$ cat src/rtl/serial_alu.sv
// rtl/serial_alu.sv - bit-serial ALU (W-cycle logic/add/sub, LSB first)
// Optional overflow flag compiled in with SERIAL_ALU_OVF_EN.
module serial_alu #(
  parameter int W = 16
) (
  input  logic         clk,
  input  logic         rst_n,
  input  logic         start,
  input  logic [W-1:0] a,
  input  logic [W-1:0] b,
  input  logic [2:0]   op,
  output logic         busy,
  output logic         done,
  output logic [W-1:0] result,
  output logic         cout,
  output logic         zero,
  output logic         ovf
);

  localparam int CW = (W > 2) ? $clog2(W) : 1;
  localparam logic [2:0] OP_AND  = 3'd0;
  localparam logic [2:0] OP_OR   = 3'd1;
  localparam logic [2:0] OP_XOR  = 3'd2;
  localparam logic [2:0] OP_NAND = 3'd3;
  localparam logic [2:0] OP_NOR  = 3'd4;
  localparam logic [2:0] OP_XNOR = 3'd5;
  localparam logic [2:0] OP_SUB  = 3'd7;

  typedef enum logic [1:0] {IDLE, RUN, DONE} state_t;

  state_t          state, state_next;
  logic [W-1:0]    a_sh, b_sh, res_sh;
  logic [2:0]      op_q;
  logic [CW-1:0]   cnt;
  logic            carry;
  logic            last;
  logic            is_arith;
  logic            a_bit, b_bit;
  logic            bit_out, carry_next;
  logic [W-1:0]    res_final;

  assign last      = (cnt == CW'(W - 1));
  assign is_arith  = (op_q[2:1] == 2'b11);
  assign busy      = (state == RUN);
  assign done      = (state == DONE);
  assign res_final = {bit_out, res_sh[W-1:1]};

  always_ff @(posedge clk) begin
    if (!rst_n) state <= IDLE;
    else        state <= state_next;
  end

  always_comb begin
    state_next = state;
    case (state)
      IDLE:    if (start) state_next = RUN;
      RUN:     if (last) state_next = DONE;
      DONE:    state_next = IDLE;
      default: state_next = IDLE;
    endcase
  end

  // One-bit slice; SUB feeds ~B with the carry preset to 1
  always_comb begin
    a_bit      = a_sh[0];
    b_bit      = b_sh[0] ^ (op_q == OP_SUB);
    bit_out    = 1'b0;
    carry_next = 1'b0;
    case (op_q)
      OP_AND:  bit_out = a_bit & b_bit;
      OP_OR:   bit_out = a_bit | b_bit;
      OP_XOR:  bit_out = a_bit ^ b_bit;
      OP_NAND: bit_out = ~(a_bit & b_bit);
      OP_NOR:  bit_out = ~(a_bit | b_bit);
      OP_XNOR: bit_out = ~(a_bit ^ b_bit);
      default: begin
        bit_out    = a_bit ^ b_bit ^ carry;
        carry_next = (a_bit & b_bit) | (carry & (a_bit ^ b_bit));
      end
    endcase
    if (!is_arith) carry_next = 1'b0;
  end

  always_ff @(posedge clk) begin
    if (!rst_n) begin
      a_sh   <= '0;
      b_sh   <= '0;
      res_sh <= '0;
      op_q   <= '0;
      cnt    <= '0;
      carry  <= 1'b0;
      result <= '0;
      cout   <= 1'b0;
      zero   <= 1'b1;
    end else begin
      case (state)
        IDLE: begin
          if (start) begin
            a_sh  <= a;
            b_sh  <= b;
            op_q  <= op;
            cnt   <= '0;
            carry <= (op == OP_SUB);
          end
        end
        RUN: begin
          a_sh   <= a_sh >> 1;
          b_sh   <= b_sh >> 1;
          res_sh <= res_final;
          carry  <= carry_next;
          cnt    <= cnt + 1'b1;
          if (last) begin
            result <= res_final;
            cout   <= carry_next;
            zero   <= ~|res_final;
          end
        end
        default: ;
      endcase
    end
  end

`ifdef SERIAL_ALU_OVF_EN
  // On the last bit, carry holds the carry into bit W-1
  always_ff @(posedge clk) begin
    if (!rst_n)
      ovf <= 1'b0;
    else if (state == RUN && last)
      ovf <= is_arith & (carry ^ carry_next);
  end
`else
  assign ovf = 1'b0;
`endif

endmodule

$ cat config.mk
export PLATFORM = sky130hd
export DESIGN_NAME = serial_alu
export DESIGN_NICKNAME = d
export VERILOG_FILES = /design/src/rtl/serial_alu.sv
export SDC_FILE = /design/constraint.sdc
export NUM_CORES = 1
export LEC_CHECK = 0
export BUFFER_PORTS_ARGS = -buffer_cell sky130_fd_sc_hd__buf_2
export CORE_MARGIN = 4
export CORE_UTILIZATION = 42
export DETAILED_ROUTE_END_ITERATION = 12
export PLACE_DENSITY = 0.6
export SLEW_MARGIN = 20
export SYNTH_ARGS = -nofsm -noshare
export SYNTH_HDL_FRONTEND = slang
export SYNTH_SLANG_ARGS = --single-unit
$ cat constraint.sdc
create_clock -name clk -period 2.1 [get_ports clk]
set_input_delay 0.42 -clock clk [delete_from_list [all_inputs] [get_ports clk]]
set_output_delay 0.42 -clock clk [all_outputs]
set_load 0.02 [all_outputs]
* Word-level counts from Yosys, hierarchy flattened
Index checks and enable logic that the tools add are counted.
** Word-level totals
- Register bits :: 76
- Output and inout bits :: 21
** Cells by class
- $add $sub $neg :: 1
- Equality and inequality tests :: 13
- Mux-type cells :: 14
- Bitwise logic cells :: 10
- Reduce and logical (&&, ||, !) cells :: 10
** Operator list (count)
- case mux 16 bit (2 select lines) :: 2
- two-way mux 16 bit :: 2
- OR reduction 16 bit :: 1
- equality test 3 bit (second input constant) :: 4
- case mux 4 bit (2 select lines) :: 1
- AND reduction 2 bit :: 4
- equality test 3 x 2 -> 1 bit (second input constant) :: 2
- case mux 1 bit (6 select lines) :: 1
- OR reduction 6 bit :: 1
- adder 4 x 1 -> 4 bit (second input constant) :: 1
- equality test 2 bit (second input constant) :: 2
- equality test 4 bit (second input constant) :: 1
- two-way mux 2 bit :: 2
- two-way mux 4 bit :: 1
- case mux 2 bit (2 select lines) :: 1
- equality test 3 x 1 -> 1 bit (second input constant) :: 1
- zero test 3 bit :: 1
- two-way mux 1 bit :: 3
- NOT 1 bit :: 3
- XOR 1 bit :: 3
- AND 1 bit :: 2
- equality test 2 x 1 -> 1 bit (second input constant) :: 1
- zero test 2 bit :: 1
- inequality test 2 x 1 -> 1 bit (second input constant) :: 1
- 5 further kinds :: 6

* Logic depth before layout (Yosys ltp)
Gate-level depths: netlist (run 1).
- Depth after elaboration :: 8
- Gate-level depth with buffers :: 9
- Gate-level depth less buffers :: 8

* Worst setup path before layout (run 1)
No wires, ideal clock.
- Path kind :: reg-to-reg
- Start point :: register op_q[1]
- End point :: register res_sh[15]
- Library setup time :: 115 ps
- Arrival time :: 1799 ps
- Path slack :: 186 ps
- Stages on the path, launching flop included :: 9
- Period minus slack after synthesis :: 1914 ps
- Cell sequence :: dfxtp_1 > buf_2 > nand3_1 > xnor2_1 > fa_1 > nand2b_1 > o311ai_1 > o311ai_1 > o21ba_1
** On the way
- Cells in the longest elaborated chain, start to end :: 5
** Ends and longest elaborated chain
- start, declared :: RTL line 33 : logic [2:0] op_q;
- start signal, assigned :: RTL line 101 : op_q <= op;
- equality test 3 bit :: RTL line 66 : b_bit = b_sh[0] ^ (op_q == OP_SUB);
- XOR 1 bit :: RTL line 66
- XOR 1 bit, or another cell as far along :: RTL line 72, 75, 77
- XOR 1 bit, or another cell as far along :: RTL line 77 : bit_out = a_bit ^ b_bit ^ carry;
- case mux 1 bit (6 select lines) (*) :: RTL line 69 : case (op_q)
- end signal, assigned :: RTL line 109 : res_sh <= res_final;
- end, declared :: RTL line 32 : logic [W-1:0] a_sh, b_sh, res_sh;
Every way passes the cells marked *; elsewhere a longest branch is shown, timed or not.
A chain may end at the register's enable or synchronous reset.

* Final worst setup path (run 1)
- Start point :: register state[0]
- End point :: output busy
** On the way
- Cells in the longest elaborated chain, start to end :: 1
** Ends and longest elaborated chain
- start, declared :: RTL line 31 : state_t state, state_next;
- start signal, assigned :: RTL line 50 : else state <= state_next;
- equality test 2 x 1 -> 1 bit :: RTL line 44 : assign busy = (state == RUN);
- end, declared :: RTL line 12 : output logic busy,
Every way passes these cells.

==> results of run 1 <==
[cell type report]
| cell class | count | share of cell area |
|---|---|---|
| clock buffers | 10 | 0.03423 |
| clock inverters | 6 | 0.01711 |
| inverters | 4 | 0.004698 |
| multi-input cells | 282 | 0.4054 |
| flip-flops and latches | 75 | 0.4027 |
| well taps | 99 | 0.03322 |
| repair buffers | 65 | 0.1027 |
[worst max-delay path by stage]
stage	start	to	slack, ns	cells past startpoint
floorplan	op_q[1]	res_sh[15]	0.19	8
global placement	op_q[0]	result[15]	0.26	7
detailed placement	op_q[0]	res_sh[15]	0.20	8
CTS	state[0]	busy	0.03	3
global route	op_q[1]	result[15]	0.02	8
finish	state[0]	busy	0.17	3
[metal layers]
metal | track usage | wire (µm)
met1 | 0.2219 | 3608
met2 | 0.2525 | 3050
met3 | 0.04104 | 303
met4 | 0.06490 | 101
met5 | 0 | 0
[cell usage in the layout (no fill, tap or decap), drive strengths merged, types with 2 or more instances in the layout]
cell type and n:
a21oi 42, a311oi 30, buf 65, clkbuf 10
clkinv 2, clkinvlp 2, dfxtp 75, ha 3
inv 5, mux2i 2, nand2 128, nand2b 2
nand3 6, nand3b 2, nand4 3, nor2 40
nor2b 3, nor4 3, o21ai 5, o21ba 2
o311ai 2
[where the power goes]
part           switching, mW  internal (mW)
Combinational          0.214          0.141
Sequential            0.0406           1.49
Clock                  0.533          0.549
Total                  0.787           2.18
[registers in the layout, summed over array words and instances (netlist names)]
signal	flops
res_sh	15
state	2
op_q	3
result	16
b_sh	16
cnt	4
a_sh	16
carry	1
zero	1
cout	1
[worst reg2reg max path, stage by stage (launching register included)]
cell      delay (ns)
dfxtp_1         0.34
nand3_1         0.09
xnor2_1         0.27
inv_1           0.09
ha_1            0.30
nor2b_1         0.05
o311ai_1        0.25
o311ai_1        0.20
o21ba_1         0.21
[metrics by stage]
stage                       util  instances  hold slack (ns)  setup WS (ns)
after global placement    0.4847        525           0.4399         0.2619
after global routing      0.5113        541           0.3178        0.01843
after floorplan                -        391           0.4214         0.1859
after CTS                 0.5110        541           0.3083        0.02717
after detailed placement  0.4847        525           0.4430         0.1955
final                     0.5113        541           0.3274         0.1705
[cells by family (layout without fill, tap and decap cells)]
kind of cell,count (synthesis),after routing,share of synthesized area
fa+ha+maj,4,4,0.01810
flops,75,75,0.4721
buf+inv,34,85,0.05469
simple gates,191,191,0.2526
compound gates,83,83,0.1924
mux,2,2,0.006295
other cells,1,1,0.001179
xor+xnor,1,1,0.002754
==> results_dict.tcl, run 1 <==
set metrics [dict create \
    status "finished, final reports clean" \
    holdPathStages 3 \
    fmax_mhz 518.3 \
    synthTopCellsByCount "nand2_1 (127), dfxtp_1 (75), a21oi_1 (42)" \
    synth_nets 433 \
    synth_top_area_frac 0.4721 \
    synth_edf_count 0 \
    cp_cell_sequence "nand2b_4 -> inv_4 -> buf_2" \
    nets 479 \
    ys.flop_type "dfxtp_1" \
    cts.sinks 75 \
    fin_area_mm2 0.003729 \
    htree_levels 3 \
    ios 59 \
    worstSetupPathType "reg2out" \
    crit_required_ns 1.68 \
    p_leak_nw 1.454 \
    worstPathMaxFanout 22 \
    start_util 0.4362 \
    tns_ns 0 \
    multi_input_area_mm2 0.001511 \
    cpPeakStageDelay_ns 0.47 \
    grt_max_degree 68 \
    ys_seq_elements 75 \
    die_height_um 95.02 \
    crit_family "buffers and inverters" \
    path_clk_slew_ns 0.08 \
    avgViaCountPerCell 5.137 \
    port_buffers 57 \
    setup_viol 0 \
    synth_cell_types 37 \
    irDropWorstVdd_mv 0.4139 \
    finalMaxSlewViolations 0 \
    first_iter_violations 117 \
    avgSynthCellArea_um2 8.134 \
    die_w_um 95.02 \
    syn_area_mm2 0.003181 \
    totalPowerFinal_mw 2.969 \
    drive_gt1_frac 0.2217 \
    diodes 0 \
    seq_area_mm2 0.001501 \
    seq_area_frac_synth 0.4721 \
    max_cap_viol_count 0 \
    grt_pass1_wl_um 11630 \
    synth_most_common_cell "nand2_1" \
    grt_pass1_vias 2565 \
    hold_violations 0 \
    wl_um 7063 \
    cts-buffers-inserted 9 \
    grt_usage 0.1644 \
    place_area_mm2 0.003535 \
    netlist_instances 391 \
    post_cts_buffers 0 \
    num_rows 31 \
    area_delta_synth_final_pct 17.23 \
    gp_congestion 0.7423 \
    worstRegToRegCells 8 \
    cts-resized-gates 0 \
    hp-class "in2reg" \
    skew_ns 0.01211 \
    fin_crit_ns 1.930 \
    synthArstFlopShare 0 \
    critPathCaptureType "output pin" \
    slowest_stage "dfxtp_1" \
    tritoncts "yes" \
    avgRoutedWirePerCell_um 13.06 \
    cp.arrival_ns 1.51 \
    min-delay-start "b[11]" \
    cts.root.buffer_cell "clkbuf_8" \
    grt_overflow 0 \
    num_vias 2779 \
    yosysWarnings 0 \
    period_share 0.9188 \
    r2r_slack_ns 0.21 \
    r2r-end "res_sh[15]" \
    r2r-start "op_q[1]" \
    antenna_found_initial 0 \
    firstDrtPassIters 4 \
    power.density_mw_per_mm2 796.3 \
    drtAntennaViolNets 0 \
    synth_top_area_cell "dfxtp_1" \
    startpoint_type "register" \
    critPathBufInv 2 \
    rsz0062_at_grt "false" \
    cts.hold.buffers_added 0 \
    clock_path_buffers 2 \
    fillers 747 \
    core_mm2 0.007292 \
    drcViolationCount 0 \
    place_hpwl_um 4431 \
    min_to "b_sh[11]" \
    synth.area.top_cells "dfxtp_1 (47%), nand2_1 (15%), a21oi_1 (6.6%), a311oi_1 (5.5%), a311oi_2 (4.7%)" \
    die_area_mm2 0.009029 \
    clk-insertion-delay-late_ns 0.35 \
]
Note: power is estimated with default switching activity, not from simulation.
==> inputs of run 2 (changes only) <==
--- a/config.mk
+++ b/config.mk
@@ -8,6 +8,7 @@
 export BUFFER_PORTS_ARGS = -buffer_cell sky130_fd_sc_hd__buf_2
 export CORE_MARGIN = 4
 export CORE_UTILIZATION = 42
+export CTS_CLUSTER_SIZE = 40
 export DETAILED_ROUTE_END_ITERATION = 12
 export PLACE_DENSITY = 0.6
 export SLEW_MARGIN = 20
==> constraint.sdc (replaced) <==
create_clock -name clk -period 2.1 [get_ports clk]
set_input_delay 0.21 -clock clk [delete_from_list [all_inputs] [get_ports clk]]
set_output_delay 0.21 -clock clk [all_outputs]
set_load 0.02 [all_outputs]
==> run 2 against run 1 <==
Against the previous run:
- sequential share of layout area decreased by 0.56 points
- via count rose by 1.1%
- clock skew increased by 0.0032 ns
- non-clock buffer count up 2
- combinational power increased by 1%
- largest power group unchanged
- clock power grew 15%
- highest routed layer unchanged
- register-to-register slack gained 0.02 ns
- critical path type unchanged
- sequential power barely moved
- wire length rose by 0.57%
- global-route usage increased by 0.41 points
- fmax grew 2.9%
==> results_dict.tcl, run 2 (synthesis gave the netlist of run 1 again) <==
set metrics [dict create \
    finalMaxSlewViolations 0 \
    post_cts_buffers 0 \
    clock_path_buffers 2 \
    worstSetupPathType "reg2out" \
    skew_ns 0.01529 \
    seq_power_share 0.489 \
    cts.hold.buffers_added 0 \
    p_leak_nw 1.481 \
    worstPathMaxFanout 22 \
    cp_cell_sequence "nand2b_4 -> inv_2 -> buf_2" \
    drive_gt1_frac 0.2297 \
    grt_pass1_vias 2600 \
    num_vias 2809 \
    firstDrtPassIters 4 \
    max_cap_viol_count 0 \
    grt_overflow 0 \
    grt_usage 0.1686 \
    antenna_found_initial 0 \
    cts-resized-gates 0 \
    slowest_stage "dfxtp_1" \
    p_switching_uw 822.3 \
    crit_required_ns 1.89 \
    tritoncts "yes" \
    grt_pass1_wl_um 11990 \
    drtAntennaViolNets 0 \
    cts.root.buffer_cell "clkbuf_8" \
    die_height_um 95.02 \
    critPathCaptureType "output pin" \
    port_buffers 57 \
    htree_levels 3 \
    totalPowerFinal_mw 3.134 \
    setup_viol 0 \
    dp_cells 527 \
    cpPeakStageDelay_ns 0.49 \
    instances_no_fill 543 \
    cellInternalPower_mw 2.312 \
    first_iter_violations 92 \
    post-route-util 0.5185 \
    ios 59 \
    core_mm2 0.007292 \
    drcViolationCount 0 \
    grt_max_degree 41 \
    diodes 0 \
    p_clk_frac 0.396 \
    place_hpwl_um 4514 \
    tns_ns 0 \
    start_util 0.4362 \
    p_sw_frac 0.2624 \
    hold_violations 0 \
    num_rows 31 \
    cts.sinks 75 \
    period_share 0.8925 \
    clk-insertion-delay-late_ns 0.35 \
    hp-class "in2reg" \
    avgRoutedWirePerCell_um 13.08 \
    power.density_mw_per_mm2 828.8 \
    startpoint_type "register" \
    wl_um 7103 \
    fin_crit_ns 1.874 \
    mostFrequentLayoutCell "nand2_1" \
    nets 481 \
    avgViaCountPerCell 5.173 \
    die_area_mm2 0.009029 \
    cp.arrival_ns 1.66 \
    gp_congestion 0.7691 \
    irDropWorstVdd_mv 0.4033 \
    status "finished, final reports clean" \
    layout_common_cells "nand2_1 (127), dfxtp_1 (75), buf_2 (57)" \
    pwr-share-comb 0.114 \
    die_w_um 95.02 \
    path_clk_slew_ns 0.08 \
    cts-buffers-inserted 9 \
    area_delta_synth_final_pct 18.88 \
    rsz0062_at_grt "false" \
    top_regs "a_sh: 16 flops, b_sh: 16 flops, result: 16 flops" \
    fmax_mhz 533.5 \
]
-- run 2: cell type report --
cell class | instances | area (µm²)
clock buffers | 9 | 123.9
clock inverters | 7 | 100.1
fillers | 748 | 3511
inverters | 4 | 15.01
multi-input cells | 282 | 1519
flip-flops and latches | 75 | 1501
well taps | 99 | 123.9
repair buffers | 67 | 397.9
-- run 2: metal layers --
metal | wire length, µm | part of all wire | vias up | GRT usage
met5 | 0 | 0 | - | 0
met4 | 97 | 0.014 | 0 | 0.06370
met3 | 389 | 0.055 | 9 | 0.05130
met2 | 3122 | 0.44 | 65 | 0.2578
met1 | 3494 | 0.49 | 1312 | 0.2239
li1 | - | - | 1423 | -
-- run 2: power groups by stage --
stage	sequential, mW	combinational [mW]	clock, mW
floorplan	1.56	0.261	0
global placement	1.57	0.352	0
detailed placement	1.57	0.359	0
CTS	1.53	0.360	1.28
global route	1.54	0.406	1.34
finish	1.53	0.358	1.24
-- run 2: worst max-delay path: cells and delay by family, from the launching register on --
kind / cells / cell delay, ns
buffers and inverters: 2 / 0.60
DFF: 1 / 0.49
and+or+nand+nor: 1 / 0.22
-- run 2: path summary, 6_finish.rpt --
kind / depth (start not counted) / startpoint / to / slack, ns
max: 3 / state[0] / busy / 0.23
min: 3 / b[11] / b_sh[11] / 0.11
max reg2reg: 8 / op_q[0] / result[15] / 0.23
min reg2reg: 1 / cnt[3] / cnt[3] / 0.45
-- run 2: per-stage QoR --
step | setup slack, ns | instance area (µm²) | hold slack [ns]
after floorplan | 0.1859 | 3181 | 0.3460
after global placement | 0.2621 | 3550 | 0.4354
after detailed placement | 0.1612 | 3550 | 0.4432
after CTS | 0.1580 | 3774 | 0.1015
after global routing | 0.03897 | 3781 | 0.1124
final | 0.2257 | 3781 | 0.1148
==> inputs of run 3 (changes only) <==
==> config.mk (replaced) <==
export PLATFORM = sky130hd
export DESIGN_NAME = serial_alu
export DESIGN_NICKNAME = d
export VERILOG_FILES = /design/src/rtl/serial_alu.sv
export SDC_FILE = /design/constraint.sdc
export NUM_CORES = 1
export LEC_CHECK = 0
export BUFFER_PORTS_ARGS = -buffer_cell sky130_fd_sc_hd__buf_4
export CORE_MARGIN = 4
export CORE_UTILIZATION = 55
export CTS_CLUSTER_SIZE = 40
export DETAILED_ROUTE_END_ITERATION = 12
export PLACE_DENSITY = 0.76
export SLEW_MARGIN = 20
export SYNTH_ARGS = -nofsm -noshare
export SYNTH_HDL_FRONTEND = slang
export SYNTH_SLANG_ARGS = --single-unit
==> run 3 against run 2 <==
Against the previous run:
- register-to-register slack got worse by 0.06 ns
- worst setup slack got worse by 0.063 ns
- count of clock-buffer cells in the layout increased by 2
- fmax decreased by 3.2%
==> results_dict.tcl, run 3 (synthesis gave the netlist of run 1 again) <==
set metrics [dict create \
    status "finished, final reports clean" \
    dp_slack_ns 0.04034 \
    place_area_mm2 0.003613 \
    area_delta_synth_final_pct 20.46 \
    r2r-start "op_q[0]" \
    htree_levels 3 \
    setup_viol 0 \
    drtAntennaViolNets 0 \
    slew_headroom 0.5420 \
    hp-class "in2reg" \
    place_hpwl_um 4358 \
    antenna_found_initial 0 \
    die_w_um 84.05 \
    max_slew.worst_pin.slew_ns 0.6869 \
    tritoncts "yes" \
    clock_path_buffers 2 \
    power.density_mw_per_mm2 779.8 \
    mostFrequentLayoutCell "nand2_1" \
    hold_violations 0 \
    drcViolationCount 0 \
    clk-insertion-delay-late_ns 0.34 \
    grt_pass1_vias 2649 \
    avgRoutedWirePerCell_um 13.02 \
    firstDrtPassIters 4 \
    wl_um 6706 \
    drive_gt1_frac 0.2325 \
    die_area_mm2 0.007064 \
    rsz0062_at_grt "false" \
    cts.sinks 75 \
    post_cts_buffers 0 \
    grt_usage 0.2040 \
    holdPathStages 3 \
    startpoint_type "register" \
    seq_area_mm2 0.001503 \
    crit_required_ns 2.34 \
    period_share 0.9224 \
    critPathCaptureType "register" \
    cts.root.buffer_cell "clkbuf_8" \
    path_clk_slew_ns 0.08 \
    core_mm2 0.005574 \
    skew_ns 0.008633 \
    num_rows 27 \
    fin_crit_ns 1.937 \
    worstSetupStartpoint "op_q[0]" \
    fin_ws_ns 0.1629 \
    cp.arrival_ns 2.18 \
    fin_area_mm2 0.003831 \
    diodes 0 \
    worstSetupPathType "reg2reg" \
    first_iter_violations 156 \
    fmax_mhz 516.2 \
    max_cap_viol_count 0 \
    grt_pass1_wl_um 11960 \
    finalMaxSlewViolations 0 \
    min-delay-start "b[15]" \
    avgViaCountPerCell 5.408 \
    hold_ws_ns 0.1086 \
    ios 59 \
    worstRegToRegCells 8 \
    tns_ns 0 \
    irDropWorstVdd_mv 0.4623 \
    start_util 0.5706 \
    port_buffers 57 \
    grt_max_degree 43 \
    multi_input_area_mm2 0.001534 \
    die_height_um 84.05 \
    num_vias 2785 \
    grt_overflow 0 \
    top_regs "a_sh: 16 flops, b_sh: 16 flops, result: 16 flops" \
    fillers 489 \
    nets 480 \
    layout_common_cells "nand2_1 (127), dfxtp_1 (74), buf_4 (66)" \
    worstPathMaxFanout 6 \
    cts-buffers-inserted 9 \
    gp_congestion 0.9122 \
    p_leak_nw 1.495 \
]
[run 3: changes by cell type in the layout (fill, tap and decap cells not counted), sizes merged]
cell	before	now
inv	5	4
buf	67	66
clkinv	1	3
clkinvlp	3	1
clkbuf	9	11
bufinv	2	1
[run 3: where the power goes]
part           internal, mW  leakage (nW)  switching, mW  total [mW]
Clock                 0.575        0.0991          0.509        1.08
Combinational         0.156         0.784          0.210       0.366
Sequential             1.49         0.613         0.0436        1.54
[run 3: final timing paths]
check / endpoint / slack, ns
min reg2reg: result[0] / 0.46
max: res_sh[15] / 0.16
min: b_sh[15] / 0.11
max reg2reg: res_sh[15] / 0.16
[run 3: timing repair]
action,in CTS,in global routing
hold buffers,0,0
setup endpoints to repair,0,3
resized for setup,0,4
[run 3: per-stage QoR]
step                      std cells  total power, mW    util
final                           515            2.987  0.6873
after global routing            515            3.126  0.6873
after CTS                       515            3.006  0.6831
after detailed placement        499            1.930  0.6483
after global placement          499            1.919  0.6483
after floorplan                 391            1.819       -
[run 3: critical path: stages (launching register included)]
cell and delay, ns:
dfxtp_2 0.39, nand3_1 0.13, xnor2_2 0.21, inv_1 0.07, ha_1 0.30, nor2b_1 0.07
o311ai_2 0.29, o311ai_2 0.18, o21ba_1 0.20
[run 3: per-layer routing]
metal  up-vias  global-route usage  routed length (µm)
li1       1427                   -                   -
met1      1306              0.2620                3226
met2        42              0.3329                3113
met3        10             0.04146                 258
met4         0             0.08333                 107
met5         -                   0                   0
[run 3: cell type report]
cell class / instances / area share
clock inverter: 5 / 0.01372
inverter: 4 / 0.003919
sequential: 75 / 0.3922
multi-input combinational: 282 / 0.4004
timing repair buffer: 66 / 0.1293
clock buffer: 11 / 0.03690
tap: 72 / 0.02351
